===== src/rtl/fifo_wr_arbiter.sv =====
// ---------------------------------------------------------------------------
// fifo_wr_arbiter
//
// Round-robin write arbiter sharing one synchronous FIFO between NUM_REQ
// producers. A local credit counter mirrors the FIFO free space (stored
// entries plus the write held in the output register), so a grant is only
// issued when the write can never overflow the FIFO.
//
// Ports:
//   clk         single clock, all logic on posedge
//   rst         synchronous active-high reset (the FIFO shares it)
//   req         per-producer write request, held until granted
//   req_data    flattened producer data, slice i = [i*DATA_WIDTH +: DATA_WIDTH]
//   gnt         combinational one-hot grant; data is taken on this edge
//   fifo_wr_en  registered FIFO write strobe (one cycle after grant)
//   fifo_din    registered FIFO write data
//   fifo_rd_en  consumer pop strobe fed back to return a credit
//   fifo_full   FIFO full flag, only used to detect a broken credit mirror
//   credits     current free-entry credit count, 0..DEPTH
//   err         sticky protocol error (credit underflow or FIFO overflow)
// ---------------------------------------------------------------------------
module fifo_wr_arbiter #(
    parameter int DATA_WIDTH = 8,
    parameter int DEPTH      = 16,
    parameter int NUM_REQ    = 4
) (
    input  logic                          clk,
    input  logic                          rst,
    input  logic [NUM_REQ-1:0]            req,
    input  logic [NUM_REQ*DATA_WIDTH-1:0] req_data,
    output logic [NUM_REQ-1:0]            gnt,
    output logic                          fifo_wr_en,
    output logic [DATA_WIDTH-1:0]         fifo_din,
    input  logic                          fifo_rd_en,
    input  logic                          fifo_full,
    output logic [$clog2(DEPTH+1)-1:0]    credits,
    output logic                          err
);

    localparam int CW = $clog2(DEPTH + 1);
    localparam int PW = (NUM_REQ > 1) ? $clog2(NUM_REQ) : 1;
    localparam logic [CW-1:0] FULL_CREDITS = CW'(DEPTH);
    localparam logic [CW-1:0] ONE_CREDIT   = CW'(1);

    // Registered state
    logic                  r_wr_en;
    logic [DATA_WIDTH-1:0] r_din;
    logic [CW-1:0]         r_credits;
    logic [PW-1:0]         r_rr_ptr;
    logic                  r_err;

    // Arbitration results
    logic [NUM_REQ-1:0]    w_gnt;
    logic [PW-1:0]         w_gnt_idx;
    logic [PW-1:0]         w_cand;
    logic                  w_any;
    logic [DATA_WIDTH-1:0] w_gnt_data;

    // (base + off) mod NUM_REQ for off < NUM_REQ; NUM_REQ need not be a power of two.
    function automatic logic [PW-1:0] wrap_inc(input logic [PW-1:0] base, input int off);
        int sum;
        sum = int'(base) + off;
        if (sum >= NUM_REQ) begin
            sum = sum - NUM_REQ;
        end
        return PW'(sum);
    endfunction

    // Rotating priority search starting at r_rr_ptr. No grant without a credit
    // and none during reset, so a write is never started that reset would drop.
    always_comb begin
        // NOTE: every combinational output gets a default first so no path
        // through the block leaves it unassigned and infers a latch.
        w_gnt     = '0;
        w_gnt_idx = '0;
        w_cand    = '0;
        w_any     = 1'b0;
        if (!rst && (r_credits != '0)) begin
            for (int k = 0; k < NUM_REQ; k++) begin
                w_cand = wrap_inc(r_rr_ptr, k);
                if (!w_any && req[w_cand]) begin
                    w_gnt[w_cand] = 1'b1;
                    w_gnt_idx     = w_cand;
                    w_any         = 1'b1;
                end
            end
        end
    end

    // Data mux driven by the one-hot grant with constant slice indices.
    always_comb begin
        w_gnt_data = '0;
        for (int i = 0; i < NUM_REQ; i++) begin
            if (w_gnt[i]) begin
                w_gnt_data = req_data[i*DATA_WIDTH +: DATA_WIDTH];
            end
        end
    end

    always_ff @(posedge clk) begin
        // NOTE: sequential state uses non-blocking assignments so every
        // register samples the pre-edge values of the others.
        if (rst) begin
            r_wr_en   <= 1'b0;
            r_din     <= '0;
            r_credits <= FULL_CREDITS;
            r_rr_ptr  <= '0;
            r_err     <= 1'b0;
        end else begin
            r_wr_en <= w_any;
            if (w_any) begin
                r_din    <= w_gnt_data;
                r_rr_ptr <= wrap_inc(w_gnt_idx, 1);
            end

            // A credit is consumed at grant time, not at the FIFO write, so
            // the write sitting in the output register is already accounted.
            unique case ({w_any, fifo_rd_en})
                2'b10:   r_credits <= r_credits - ONE_CREDIT;
                2'b01: begin
                    if (r_credits != FULL_CREDITS) begin
                        r_credits <= r_credits + ONE_CREDIT;
                    end
                end
                default: r_credits <= r_credits;
            endcase

            // Pop with every credit home means the FIFO was empty; a write into
            // a full FIFO means the mirror is broken. Both latch until reset.
            if (fifo_rd_en && (r_credits == FULL_CREDITS)) begin
                r_err <= 1'b1;
            end
            if (r_wr_en && fifo_full) begin
                r_err <= 1'b1;
            end
        end
    end

    assign gnt        = w_gnt;
    assign fifo_wr_en = r_wr_en;
    assign fifo_din   = r_din;
    assign credits    = r_credits;
    assign err        = r_err;

endmodule


===== config.mk =====
export PLATFORM = sky130hd
export DESIGN_NAME = fifo_wr_arbiter
export DESIGN_NICKNAME = d
export VERILOG_FILES = /design/src/rtl/fifo_wr_arbiter.sv
export SDC_FILE = /design/constraint.sdc
export NUM_CORES = 1
export LEC_CHECK = 0
export CORE_UTILIZATION = 49
export DETAILED_ROUTE_END_ITERATION = 7
export PLACE_DENSITY = 0.94
export SLEW_MARGIN = 20
export SYNTH_ARGS = -nofsm -noshare
export SYNTH_HDL_FRONTEND = slang
export SYNTH_SLANG_ARGS = --single-unit

===== constraint.sdc =====
create_clock -name clk -period 6.9 [get_ports clk]
set_input_delay 1.38 -clock clk [delete_from_list [all_inputs] [get_ports clk]]
set_output_delay 1.38 -clock clk [all_outputs]
set_load 0.02 [all_outputs]

==> flow_summary_export.csv <==
group,metric,value,unit
setup_path,startpoint_type,"primary input",
route,dr.pass1.iters,5,
run_status,status,"completed",
clock_tree,cts.path.max_buffers,2,
yosys,synth_area_per_cell,8.397,sq um
sta,hold_viol_final,0,
global_routing,grt_start_max_net_pins,19,
sta,skew,0.005254,ns
global_routing,overflow,0,
setup_path,required,5.52,ns
sta,setup_viol,0,
global_routing,grt_pass1_wl,6975,microns
clock_tree,clk_latency,0.30,ns
route,ant_nets,0,
floorplan,die_area,3736,sq um
clock_tree,htree_levels,1,
clock_tree,ctsHoldBuffers,0,
setup_path,critPathCaptureType,"output port",
clock_tree,cts_root_buf,"clkbuf_4",
job,drv_cap,0,
route,detail_route.wl_per_cell,15.93,microns
setup_path,cp.arrival,4.34,ns
layout,final_util,68.32,%
layout,diodes,0,
min_path,hp-class,"reg2reg",
sta,finalSetupTns,0,ns
layout,final_layout_size_suffix_gt1_share,7.540,%
yosys,syn-cell-area,1713,sq um
layout,filler_cell_count,270,
clock_tree,cts_buffers,3,
sta,slew_viol_final,0,
setup_path,crit_type,"in2out",
global_routing,grt_pass1_vias,1550,
clock_tree,tritoncts,"yes",
yosys,yosys_warnings,0,
floorplan,die_x,61.13,microns
layout,syn_to_final_growth,33.09,%
floorplan,rows,21,
power_and_ir_drop,vdd_drop_max,0.2458,mV
route,vias,1773,
global_routing,grtUsageTotal,24.97,%
sta,timing.final.crit_period,5.718,ns
floorplan,die_height,61.13,microns
route,wl,4747,microns
clock_tree,cts_sinks,17,
route,drc_errors,0,
global_routing,grt_antenna_before_repair,0,
placed_design,dp_hpwl,3660,microns
yosys,async_reset_ff_share,0,%
placed_design,port_buffers,58,
route,drtIter0Drc,112,
sta,period_share,82.87,%
sta,max_clock_freq,0.1749,GHz
yosys,synth.yosys.seq_area_share,19.87,%
yosys,syn-num-nets,256,
yosys,synth.distinct_cells,52,
yosys,syn_inst,204,
clock_tree,path_clk_slew,0.10,ns
clock_tree,cts_setup_buffers,0,
power_and_ir_drop,power.density,454.1,nW/um^2
sta,whs,0.5013,ns
sta,rsz0062_at_grt,"no",
clock_tree,cts_resized,0,
sta,worst_slack,1.182,ns
sta,worst_pin_slew,0.9749,ns
route,viasPerCell,5.950,
floorplan,start_util,51.33,%
yosys,synth-edff-count,0,
floorplan,design.core.area,3337,sq um
placed_design,gp_congestion,0.8803,
power_and_ir_drop,leakagePower,0.8900,nW
floorplan,pin_count,59,
setup_path,path_max_fanout,11,
placed_design,dp_worst_setup_slack,1.229,ns
yosys,synth_seq_cells,17,
sta,relSlewSlack,35.01,%
yosys,synth_flop_cell,"dfxtp_1",
layout,final_nets,305,
==> logic make-up after synthesis <==
kind of cell	count (synthesis)	synth area share [%]
AOI/OAI and AO/OA	69	34.26
muxes	11	8.035
adders and majority gates	12	9.204
buffers and inverters	29	9.057
and+or+nand+nor	61	17.02
xor gates and xnor gates	5	2.556
DFF	17	19.87
==> critical path: stages <==
cell	delay, ns
clkdlybuf4s50_1	0.67
or3b_1	0.42
a2111oi_2	0.48
or2_2	0.25
a32o_1	0.44
clkdlybuf4s50_1	0.69
==> per-layer routing <==
metal  track usage (%)  wire length [microns]
met2             44.41                   2425
met4             9.091                     46
met5                 0                      0
met1             30.96                   2012
met3             2.731                    263
==> layout by cell type, fill, tap and decap left out, types with 8 or more instances in the layout <==
cell	n
nor2_1	19
dfxtp_1	17
a21oi_1	11
a22oi_1	8
nand2_1	25
ha_1	11
o31ai_1	8
clkdlybuf4s50_1	58
o22ai_1	10
inv_1	14
==> layout make-up <==
type | count | area, sq um | area share (%)
clock inverters | 1 | 5.005 | 0.2195
well taps | 46 | 57.56 | 2.525
repair buffers | 58 | 580.6 | 25.47
flip-flops and latches | 17 | 340.3 | 14.93
clock buffers | 3 | 22.52 | 0.9879
inverters | 15 | 56.30 | 2.470
multi-input cells | 158 | 1217 | 53.40
==> cells in the mapped netlist, drive strengths merged, types with 3 or more instances <==
cell type	instances	share of area (%)
a21o	3	1.3
a21oi	11	3.2
a221oi	5	3.6
a22oi	8	3.5
a311oi	8	4.5
buf	12	5.3
dfxtp	17	20
ha	11	8.0
inv	15	3.3
mux2i	7	4.1
nand2	25	5.5
nand2b	3	1.1
nor2	19	4.2
o22ai	10	3.7
o31ai	8	3.5
xnor2	4	2.0
==> power breakdown <==
part | internal, mW | total (mW) | switching, mW
clock | 0.0216 | 0.0546 | 0.0330
combinational | 0.347 | 0.779 | 0.432
sequential | 0.141 | 0.202 | 0.0607
==> final timing paths <==
check / slack [ns] / cells past startpoint / endpoint / start
setup / recovery: 1.18 / 6 / gnt[3] / req[2]
hold / removal: 0.50 / 2 / fifo_din[7] / fifo_din[7]
setup reg to reg: 2.93 / 8 / fifo_din[0] / r_rr_ptr[0]
hold reg to reg: 0.50 / 2 / fifo_din[7] / fifo_din[7]
==> state kept, by name, indices dropped and copies added, names as in the netlist <==
signal / count
credits: 5
err: 1
fifo_din: 8
fifo_wr_en: 1
r_rr_ptr: 2
==> metrics by stage <==
stage          total power [mW]  instances  cell area, sq um
6_report                  1.035        298              2280
5_1_grt                   1.110        298              2280
4_1_cts                   1.028        298              2280
2_1_floorplan            0.7775        204              1713
3_3_place_gp             0.9457        294              2252
3_5_place_dp             0.9695        294              2252
No activity file was read; power rests on OpenSTA's default activity.
